[src/rtl/cmos_capture.sv]
// cmos_capture: DVP camera receiver pairing bytes into RGB565 pixels with frame/line marks and settle-frame skip
module cmos_capture #(
  parameter int H_PIXELS    = 640,
  parameter int V_LINES     = 480,
  parameter int SKIP_FRAMES = 10
) (
  input  logic        CLK,
  input  logic        RST,
  input  logic        enable,
  input  logic        cmos_vsyn,
  input  logic        cmos_href,
  input  logic [7:0]  cmos_data,
  input  logic        fifo_full,
  output logic [15:0] pix_data,
  output logic        pix_valid,
  output logic        pix_sof,
  output logic        pix_eol,
  output logic        frame_done,
  output logic [15:0] frame_cnt,
  output logic        err_line,
  output logic        err_ovf
);
  localparam int CW = $clog2(H_PIXELS + 1);
  localparam int LW = $clog2(V_LINES + 2);
  localparam int SW = $clog2(SKIP_FRAMES + 2);
  localparam logic [CW-1:0] C_H    = CW'(H_PIXELS);
  localparam logic [CW-1:0] C_LAST = CW'(H_PIXELS - 1);
  localparam logic [LW-1:0] C_V    = LW'(V_LINES);
  localparam logic [LW-1:0] C_VMAX = LW'(V_LINES + 1);
  localparam logic [SW-1:0] C_SKIP = SW'(SKIP_FRAMES);

  typedef enum logic [1:0] {IDLE, SKIP, ARM, ACTIVE} state_t;
  state_t r_state, w_next;

  logic          r_vsyn, r_vsyn_d, r_href, r_href_d;
  logic [7:0]    r_data, r_hi;
  logic          r_phase, r_abort, r_pv, r_sof, r_eol;
  logic [CW-1:0] r_col;
  logic [LW-1:0] r_line;
  logic [SW-1:0] r_skip;
  logic          w_vs_rise, w_href_fall, w_active, w_frame_end, w_frame_ok;
  logic          w_pair, w_in_geom, w_overrun, w_line_bad;

  assign w_vs_rise   = r_vsyn & ~r_vsyn_d;
  assign w_href_fall = r_href_d & ~r_href;
  assign w_active    = r_state == ACTIVE;
  assign w_frame_end = w_active & w_vs_rise;
  assign w_frame_ok  = (r_line == C_V) & ~r_abort & ~r_href;
  assign w_pair      = w_active & r_href & r_phase & ~w_vs_rise;
  assign w_in_geom   = (r_col != C_H) & (r_line < C_V);
  assign w_overrun   = w_pair & (r_col == C_H);
  assign w_line_bad  = w_active & w_href_fall & (r_phase | (r_col != C_H));
  assign pix_valid   = r_pv & ~fifo_full;
  assign pix_sof     = pix_valid & r_sof;
  assign pix_eol     = pix_valid & r_eol;

  // Register the sensor bus once; every decision below uses these copies
  always_ff @(posedge CLK) begin
    if (RST) begin
      r_vsyn   <= 1'b0;
      r_vsyn_d <= 1'b0;
      r_href   <= 1'b0;
      r_href_d <= 1'b0;
      r_data   <= '0;
    end else begin
      r_vsyn   <= cmos_vsyn;
      r_vsyn_d <= r_vsyn;
      r_href   <= cmos_href;
      r_href_d <= r_href;
      r_data   <= cmos_data;
    end
  end

  // Next state: skip settle frames, wait out vertical blanking, capture until the next frame sync
  always_comb begin
    w_next = r_state;
    case (r_state)
      IDLE:    w_next = (enable & w_vs_rise) ? ((r_skip < C_SKIP) ? SKIP : ARM) : IDLE;
      SKIP:    w_next = (w_vs_rise & (r_skip + 1'b1 >= C_SKIP)) ? ARM : SKIP;
      ARM:     w_next = r_vsyn ? ARM : ACTIVE;
      ACTIVE:  w_next = w_vs_rise ? (enable ? ARM : IDLE) : ACTIVE;
      default: w_next = IDLE;
    endcase
  end

  // State register; the skip count restarts whenever capture falls back to IDLE
  always_ff @(posedge CLK) begin
    if (RST) begin
      r_state <= IDLE;
      r_skip  <= '0;
    end else begin
      r_state <= w_next;
      r_skip  <= (w_next == IDLE) ? '0 : (r_state == SKIP && w_vs_rise) ? r_skip + 1'b1 : r_skip;
    end
  end

  // Byte pairing and line/column geometry; counters idle at zero outside ACTIVE
  always_ff @(posedge CLK) begin
    if (RST) begin
      r_phase  <= 1'b0;
      r_hi     <= '0;
      r_col    <= '0;
      r_line   <= '0;
      r_abort  <= 1'b0;
      r_pv     <= 1'b0;
      r_sof    <= 1'b0;
      r_eol    <= 1'b0;
      pix_data <= '0;
    end else begin
      r_pv  <= w_pair & w_in_geom;
      r_sof <= (r_col == '0) & (r_line == '0);
      r_eol <= r_col == C_LAST;
      if (w_pair) pix_data <= {r_hi, r_data};
      if (!w_active) begin
        r_phase <= 1'b0;
        r_col   <= '0;
        r_line  <= '0;
        r_abort <= 1'b0;
      end else begin
        r_phase <= r_href & ~r_phase;
        if (r_href & ~r_phase) r_hi <= r_data;
        if (w_pair && r_col != C_H) r_col <= r_col + 1'b1;
        if (w_href_fall) begin
          r_col  <= '0;
          r_line <= r_line + LW'(r_line != C_VMAX);
        end
        if (w_overrun | w_line_bad | (w_vs_rise & r_href)) r_abort <= 1'b1;
      end
    end
  end

  // Frame completion pulse, captured-frame counter and sticky error flags
  always_ff @(posedge CLK) begin
    if (RST) begin
      frame_done <= 1'b0;
      frame_cnt  <= '0;
      err_line   <= 1'b0;
      err_ovf    <= 1'b0;
    end else begin
      frame_done <= w_frame_end & w_frame_ok;
      if (w_frame_end & w_frame_ok) frame_cnt <= frame_cnt + 1'b1;
      if ((w_frame_end & ~w_frame_ok) | w_overrun | w_line_bad) err_line <= 1'b1;
      if (r_pv & fifo_full) err_ovf <= 1'b1;
    end
  end
endmodule

[config.mk]
export PLATFORM = sky130hd
export DESIGN_NAME = cmos_capture
export DESIGN_NICKNAME = d
export VERILOG_FILES = /design/src/rtl/cmos_capture.sv
export SDC_FILE = /design/constraint.sdc
export NUM_CORES = 1
export LEC_CHECK = 0
export ABC_AREA = 1
export CAP_MARGIN = 5
export CORE_UTILIZATION = 55
export CTS_CLUSTER_DIAMETER = 100
export DETAILED_ROUTE_END_ITERATION = 7
export PLACE_DENSITY = 0.9
export SLEW_MARGIN = 15
export SYNTH_ARGS = -nofsm -noshare
export SYNTH_HDL_FRONTEND = slang
export SYNTH_SLANG_ARGS = --single-unit
[constraint.sdc]
create_clock -name CLK -period 3.4 [get_ports CLK]
set_input_delay 0.51 -clock CLK [delete_from_list [all_inputs] [get_ports CLK]]
set_output_delay 0.51 -clock CLK [all_outputs]
set_load 0.01 [all_outputs]
**Word-level counts from Yosys, hierarchy flattened**

Index checks and enable logic that the tools add are counted.

- Register bits: 85
- Output and inout port bits: 38
- Bits of input ports: 14

- Add/subtract/negate cells: 4
- Muxes and demuxes: 7
- Reductions and logical operators: 10
- Order comparisons: 3
- Equal/unequal tests: 8
- Bitwise gates (word level): 37

Operators by type and width:

| cell | number |
|---|---|
| 1-bit AND | 24 |
| 10-bit == test (second input constant) | 2 |
| 16-bit by 1-bit adder with 16-bit output (second input constant) | 1 |
| 10-bit by 1-bit adder with 10-bit output (second input constant) | 1 |
| 10-bit logical NOT | 1 |
| 2-bit two-way mux | 5 |
| 10-bit != test (second input constant) | 1 |
| 9-bit by 1-bit adder with 9-bit output | 1 |
| 9-bit == test (second input constant) | 1 |
| 9-bit logical NOT | 1 |
| 9-bit less-than comparator (second input constant) | 1 |
| 9-bit != test (second input constant) | 1 |
| 1-bit inverter | 8 |
| 2-bit one-hot mux with 4 select lines | 1 |
| 1-bit OR | 5 |
| 4-bit by 1-bit adder with 4-bit output (second input constant) | 1 |
| 2-bit == test (second input constant) | 2 |
| 4-bit greater-or-equal comparator (second input constant) | 1 |
| 2-bit logical NOT | 2 |
| 4-bit less-than comparator (second input constant) | 1 |
| 2-bit OR reduction | 2 |
| 3-bit OR reduction | 1 |
| 2-bit by 1-bit == test with 1-bit output (second input constant) | 1 |
| 1-bit logical AND | 2 |
| 2 further kinds | 2 |

**Longest topological paths before layout**

- Word-level depth: 7
- Gate-level depth with buffers: 13

**Least setup slack after synthesis**

OpenSTA, ideal clock, no wires.

- Kind: flip-flop to flip-flop
- Start: reg r_line[6]
- End: reg r_line[8]
- Setup slack: 1.657 ns
- Setup time: 0.119 ns
- Data required time: 3.281 ns
- Data arrival time: 1.624 ns
- Cell stages (with the launch flop): 14
- Path buffers: 0
- Cell sequence: dfxtp_1 nand2_2 nor2_2 nand2_1 clkinv_2 nand4_1 ha_1 ha_1 inv_1 nor3_2 nand3_1 nor2_1 xor2_1 nor2_1

- Cells in the longest elaborated chain, start to end: 2

RTL lines:

| what | line | text |
|---|---|---|
| from (decl) | 39 | `logic [LW-1:0] r_line;` |
| from (signal assigned) | 125 | `r_line <= r_line + LW'(r_line != C_VMAX);` |
| 9-bit != test | 125 |  |
| 9-bit by 1-bit adder with 9-bit output * | 125 |  |

Every way passes the cells marked *; elsewhere a longest branch is shown, timed or not.
A chain may end at the register's enable or synchronous reset.

**Final worst setup path**

- Start: in fifo_full
- End: out pix_eol

- Cells in the longest elaborated chain, start to end: 3

RTL lines:

| what | line | text |
|---|---|---|
| from (decl) | 13 | `input logic fifo_full,` |
| 1-bit inverter | 53 | `assign pix_valid = r_pv & ~fifo_full;` |
| 1-bit AND | 53 |  |
| 1-bit AND | 55 | `assign pix_eol = pix_valid & r_eol;` |
| to (decl) | 17 | `output logic pix_eol,` |

Every way passes these cells.

==> run summary <==
The largest fanout of any net on the critical path came out at 4. The share of flip-flops with an asynchronous set or reset came out at 0%. The floorplan step defined a die boundary enclosing 7270 um2. The CTS clock-pin slew for the worst setup and hold paths is 80 ps. The number of warnings printed during yosys synthesis is 0. In the layout the commonest cells are 113 x sky130_fd_sc_hd__nor2_1, 97 x sky130_fd_sc_hd__nand2_1, 85 x sky130_fd_sc_hd__dfxtp_1. The worst setup path is launched from a primary input. For this configuration, the core starts out at a cell density of 58.4%.

The average wire per standard cell is 12.8 um. The areal power density over the cells came out at 415 nW/um2. The layout cell share with drive strength beyond 1 is 6.70%. The share of the synthesized netlist area taken by xor and xnor gates is 2.30%. Summed over all nets, the half-perimeter wirelength after detailed placement is 6140 um. For the final database, setup skew stands at 5.67 ps. The arrival time at the worst endpoint is 1780 ps.

After clock tree synthesis, the setup repair step added 0 buffers. The max-cap violation count came out at 0. The number of DRC markers in iteration 0 is 217. Net switching is 21.0% of the power. The pin count of the biggest net entering global routing is 35.

After synthesis the cells add up to 3810 um2. TritonCTS built the clock tree. The launch point of the worst reg-to-reg path is r_line[6]$_SDFFE_PP0P_. The number of hold-slack violations in the final timing report came out at 0.

The first detailed-routing pass ran for 5 iterations. The overall routing resource usage is 26.0%. The initial antenna violation count was 0. The worst slack at placement is 1080 ps. Summing all placed instances gives a cell area of 4390 um2. For this run, the slowest stage of the critical path takes 570 ps. The clock sink count is 85. In this run the core area contains 29 standard-cell rows. The number of global-route vias before repair is 3408. The final critical path time including I/O delays and setup came out at 2290 ps. The relative contribution of the clock network to total power is 44.5%.

The clock buffer count from CTS is 9. IR analysis of the VDD net gives a maximum drop of 0.268 mV. By instance count, the cell type seen most on the critical path is sky130_fd_sc_hd__clkdlybuf4s50_1. The area fraction in compound gates after synthesis is 10.3%.

The number of enable flip-flop cells after synthesis is 0. The worst path buffer plus inverter count came out at 2. The critical path goes through clkdlybuf4s50_1, nor3b_1, clkdlybuf4s50_1. The floorplan core area is 6530 um2.

The total leakage power is 1.76 nW. The number of levels in the clock H-tree is 3. The proportion of synthesized area in mux cells came out at 0%.

The max-slew headroom at the worst pin is 44.6%. The proportion of power drawn by combinational gates came out at 2.9%. The die outline height came out at 85.3 um. The number of gates resized after CTS was 0. The post-route antenna net violation count came out at 0. The flow ran to the end, and the final reports show no timing, DRC or antenna violations. The final worst slack is 1110 ps. The latest clock arrival within the worst-skew pair came out at 360 ps.

The internal portion of the total power is 0.00152 W. At the end of routability-driven placement, the weighted congestion stood at 0.827. In this design, the largest share of critical-path delay is due to buffers and inverters.

The worst setup path is of the in -> out kind. Per report_power, the sequential group accounts for 52.6% of the total. The share of synthesized cell area in and, or, nand and nor gates is 31.8%. Counting distinct cell types in the post-synthesis netlist gives 33. The DRC violations left came out at 0. The max-slew violation count is 0. The setup slack of the most critical reg-to-reg path is 1390 ps. The flip-flop and latch count after synthesis is 85. The data required time at the worst endpoint came out at 2890 ps. The final layout net count is 613. The min-delay analysis places its worst path in the category reg -> reg. The worst register-to-register path ends at r_line[8]$_SDFFE_PP0P_. The number of buffers inserted for hold repair after clock tree synthesis is 0. In the synthesized netlist, the number of instances is 539.

The overall routed net length is 8610 um. The library cell used most frequently in the layout, excluding fill and tap cells, is sky130_fd_sc_hd__nor2_1. The maximum buffer depth of the clock tree came out at 2. The final non-filler cell area is 4620 um2. The count of port buffers added during placement came out at 51. The total global routing overflow came out at 0. The number of gates on the worst path with buffers counted is 3. The root buffer cell chosen for the clock tree is sky130_fd_sc_hd__clkbuf_8.

The combinational family with the most area after synthesis is simple AND/OR/NAND/NOR gates. The final antenna diode count came out at 0. Tracing the worst setup path back leads to its startpoint at fifo_full. The measured slew at the worst slew-check pin came out at 829 ps.

The worst setup path is captured at a primary output. The number of setup violations in the final report is 0. The worst hold slack is 478 ps. The final clock period utilization by the worst path came out at 67.4%.

The number of vias after detailed routing is 3565. The via density per instance came out at 5.29. The achievable frequency came out at 436 MHz. The number of nets in the synthesized netlist is 560. In this run the horizontal extent of the chip is 85.3 um. 52 I/O pins were placed. The predominant post-synthesis flop cell is sky130_fd_sc_hd__dfxtp_1. The cell depth of the worst flop-to-flop path is 13. Summed over all failing endpoints, the final setup total negative slack is 0 ps. The post-synthesis sequential area ratio is 44.6%. For this design, the slowest cell found on the critical path is sky130_fd_sc_hd__clkdlybuf4s50_1.

Relative to the synthesized area, the layout overhead comes to 21.3%. The hold path startpoint is r_vsyn$_SDFF_PP0_. Setup repair after global routing left no endpoint under its margin.

The switching power came out at 0.000402 W. The wire length of the first global-routing pass came out at 15000 um. After synthesis, the mean cell area works out to 7.07 um2.

The end point of the critical path is pix_eol. After Yosys synthesis, full adders, half adders and majority gates account for 2.30% of the synthesized area.
==> state kept, by name, summed over array words and instances (netlist names) <==
register	flops
r_state	2
pix_data	16
r_eol	1
frame_cnt	16
r_href_d	1
err_line	1
r_skip	4
r_vsyn	1
r_vsyn_d	1
r_col	10
r_phase	1
r_href	1
frame_done	1
r_hi	8
r_abort	1
err_ovf	1
r_pv	1
r_data	8
r_sof	1
r_line	9
==> per-stage QoR <==
stage                     cells  total power, W  utilization, %
after global placement      658         0.00108            67.1
final                       674         0.00192            70.8
after CTS                   674         0.00192            70.8
after floorplan             539         0.00106               -
after global routing        674         0.00198            70.8
after detailed placement    658         0.00109            67.1
==> layer usage <==
metal | vias up | part of all wire (%) | global-route usage, %
met1 | 1649 | 44 | 32.4
met2 | 100 | 49 | 44.4
met3 | 19 | 4.3 | 4.47
met5 | - | 0 | 0
met4 | 0 | 2.5 | 11.5
li1 | 1797 | - | -
==> how the worst min path moves through the flow <==
stage	end	slack (ps)	depth (start not counted)
floorplan	r_vsyn_d$_SDFF_PP0_	440	2
global placement	err_ovf$_SDFFE_PP0P_	460	2
detailed placement	r_vsyn_d$_SDFF_PP0_	460	2
CTS	r_vsyn_d$_SDFF_PP0_	480	2
global route	r_vsyn_d$_SDFF_PP0_	500	2
finish	r_vsyn_d$_SDFF_PP0_	480	2
==> cell usage after synthesis (all sizes together), types with 2 or more instances <==
| cell type | n | area [um2] |
|---|---|---|
| clkbuf | 7 | 26.3 |
| nor3b | 3 | 22.5 |
| ha | 7 | 87.6 |
| nand3 | 22 | 135 |
| xor2 | 7 | 61.3 |
| nand4 | 7 | 43.8 |
| inv | 72 | 270 |
| a21boi | 2 | 15.0 |
| nor4 | 2 | 12.5 |
| dfxtp | 85 | 1700 |
| buf | 3 | 15.0 |
| a21oi | 29 | 145 |
| xnor2 | 3 | 26.3 |
| nand2 | 101 | 389 |
| nor2 | 124 | 513 |
| a31oi | 2 | 12.5 |
| o21ai | 41 | 205 |
| nor3 | 13 | 70.1 |
| clkinv | 3 | 18.8 |
==> power by group through the flow <==
stage,clock [W],sequential (W),combinational [W]
after floorplan,0,0.00103,0.0000323
after global placement,0,0.00103,0.0000535
after detailed placement,0,0.00103,0.0000552
after CTS,0.000859,0.00101,0.0000558
after global routing,0.000906,0.00101,0.0000635
final,0.000854,0.00101,0.0000555
==> kinds of logic after synthesis <==
logic type	after synthesis
flip-flops	85
AO/OA/AOI/OAI	76
XOR/XNOR	10
buffers and inverters	85
AND/OR/NAND/NOR	276
adder cells (fa/ha/maj)	7
==> tightest hold or removal path, delay by kind of cell, from the launching register on <==
kind                   cells  cell delay, ps
buffers and inverters      1              70
flip-flops                 1             330
AND/OR/NAND/NOR            1              40
==> final cells by class <==
cell class              instances  area [um2]
flip-flops and latches         85        1700
well taps                      77        96.3
multi-input cells             369        1780
clock inverters                 6         111
clock buffers                  10         128
inverters                      75         289
fillers                       510        1910
repair buffers                 52         518
No activity file was read; power rests on OpenSTA's default activity.
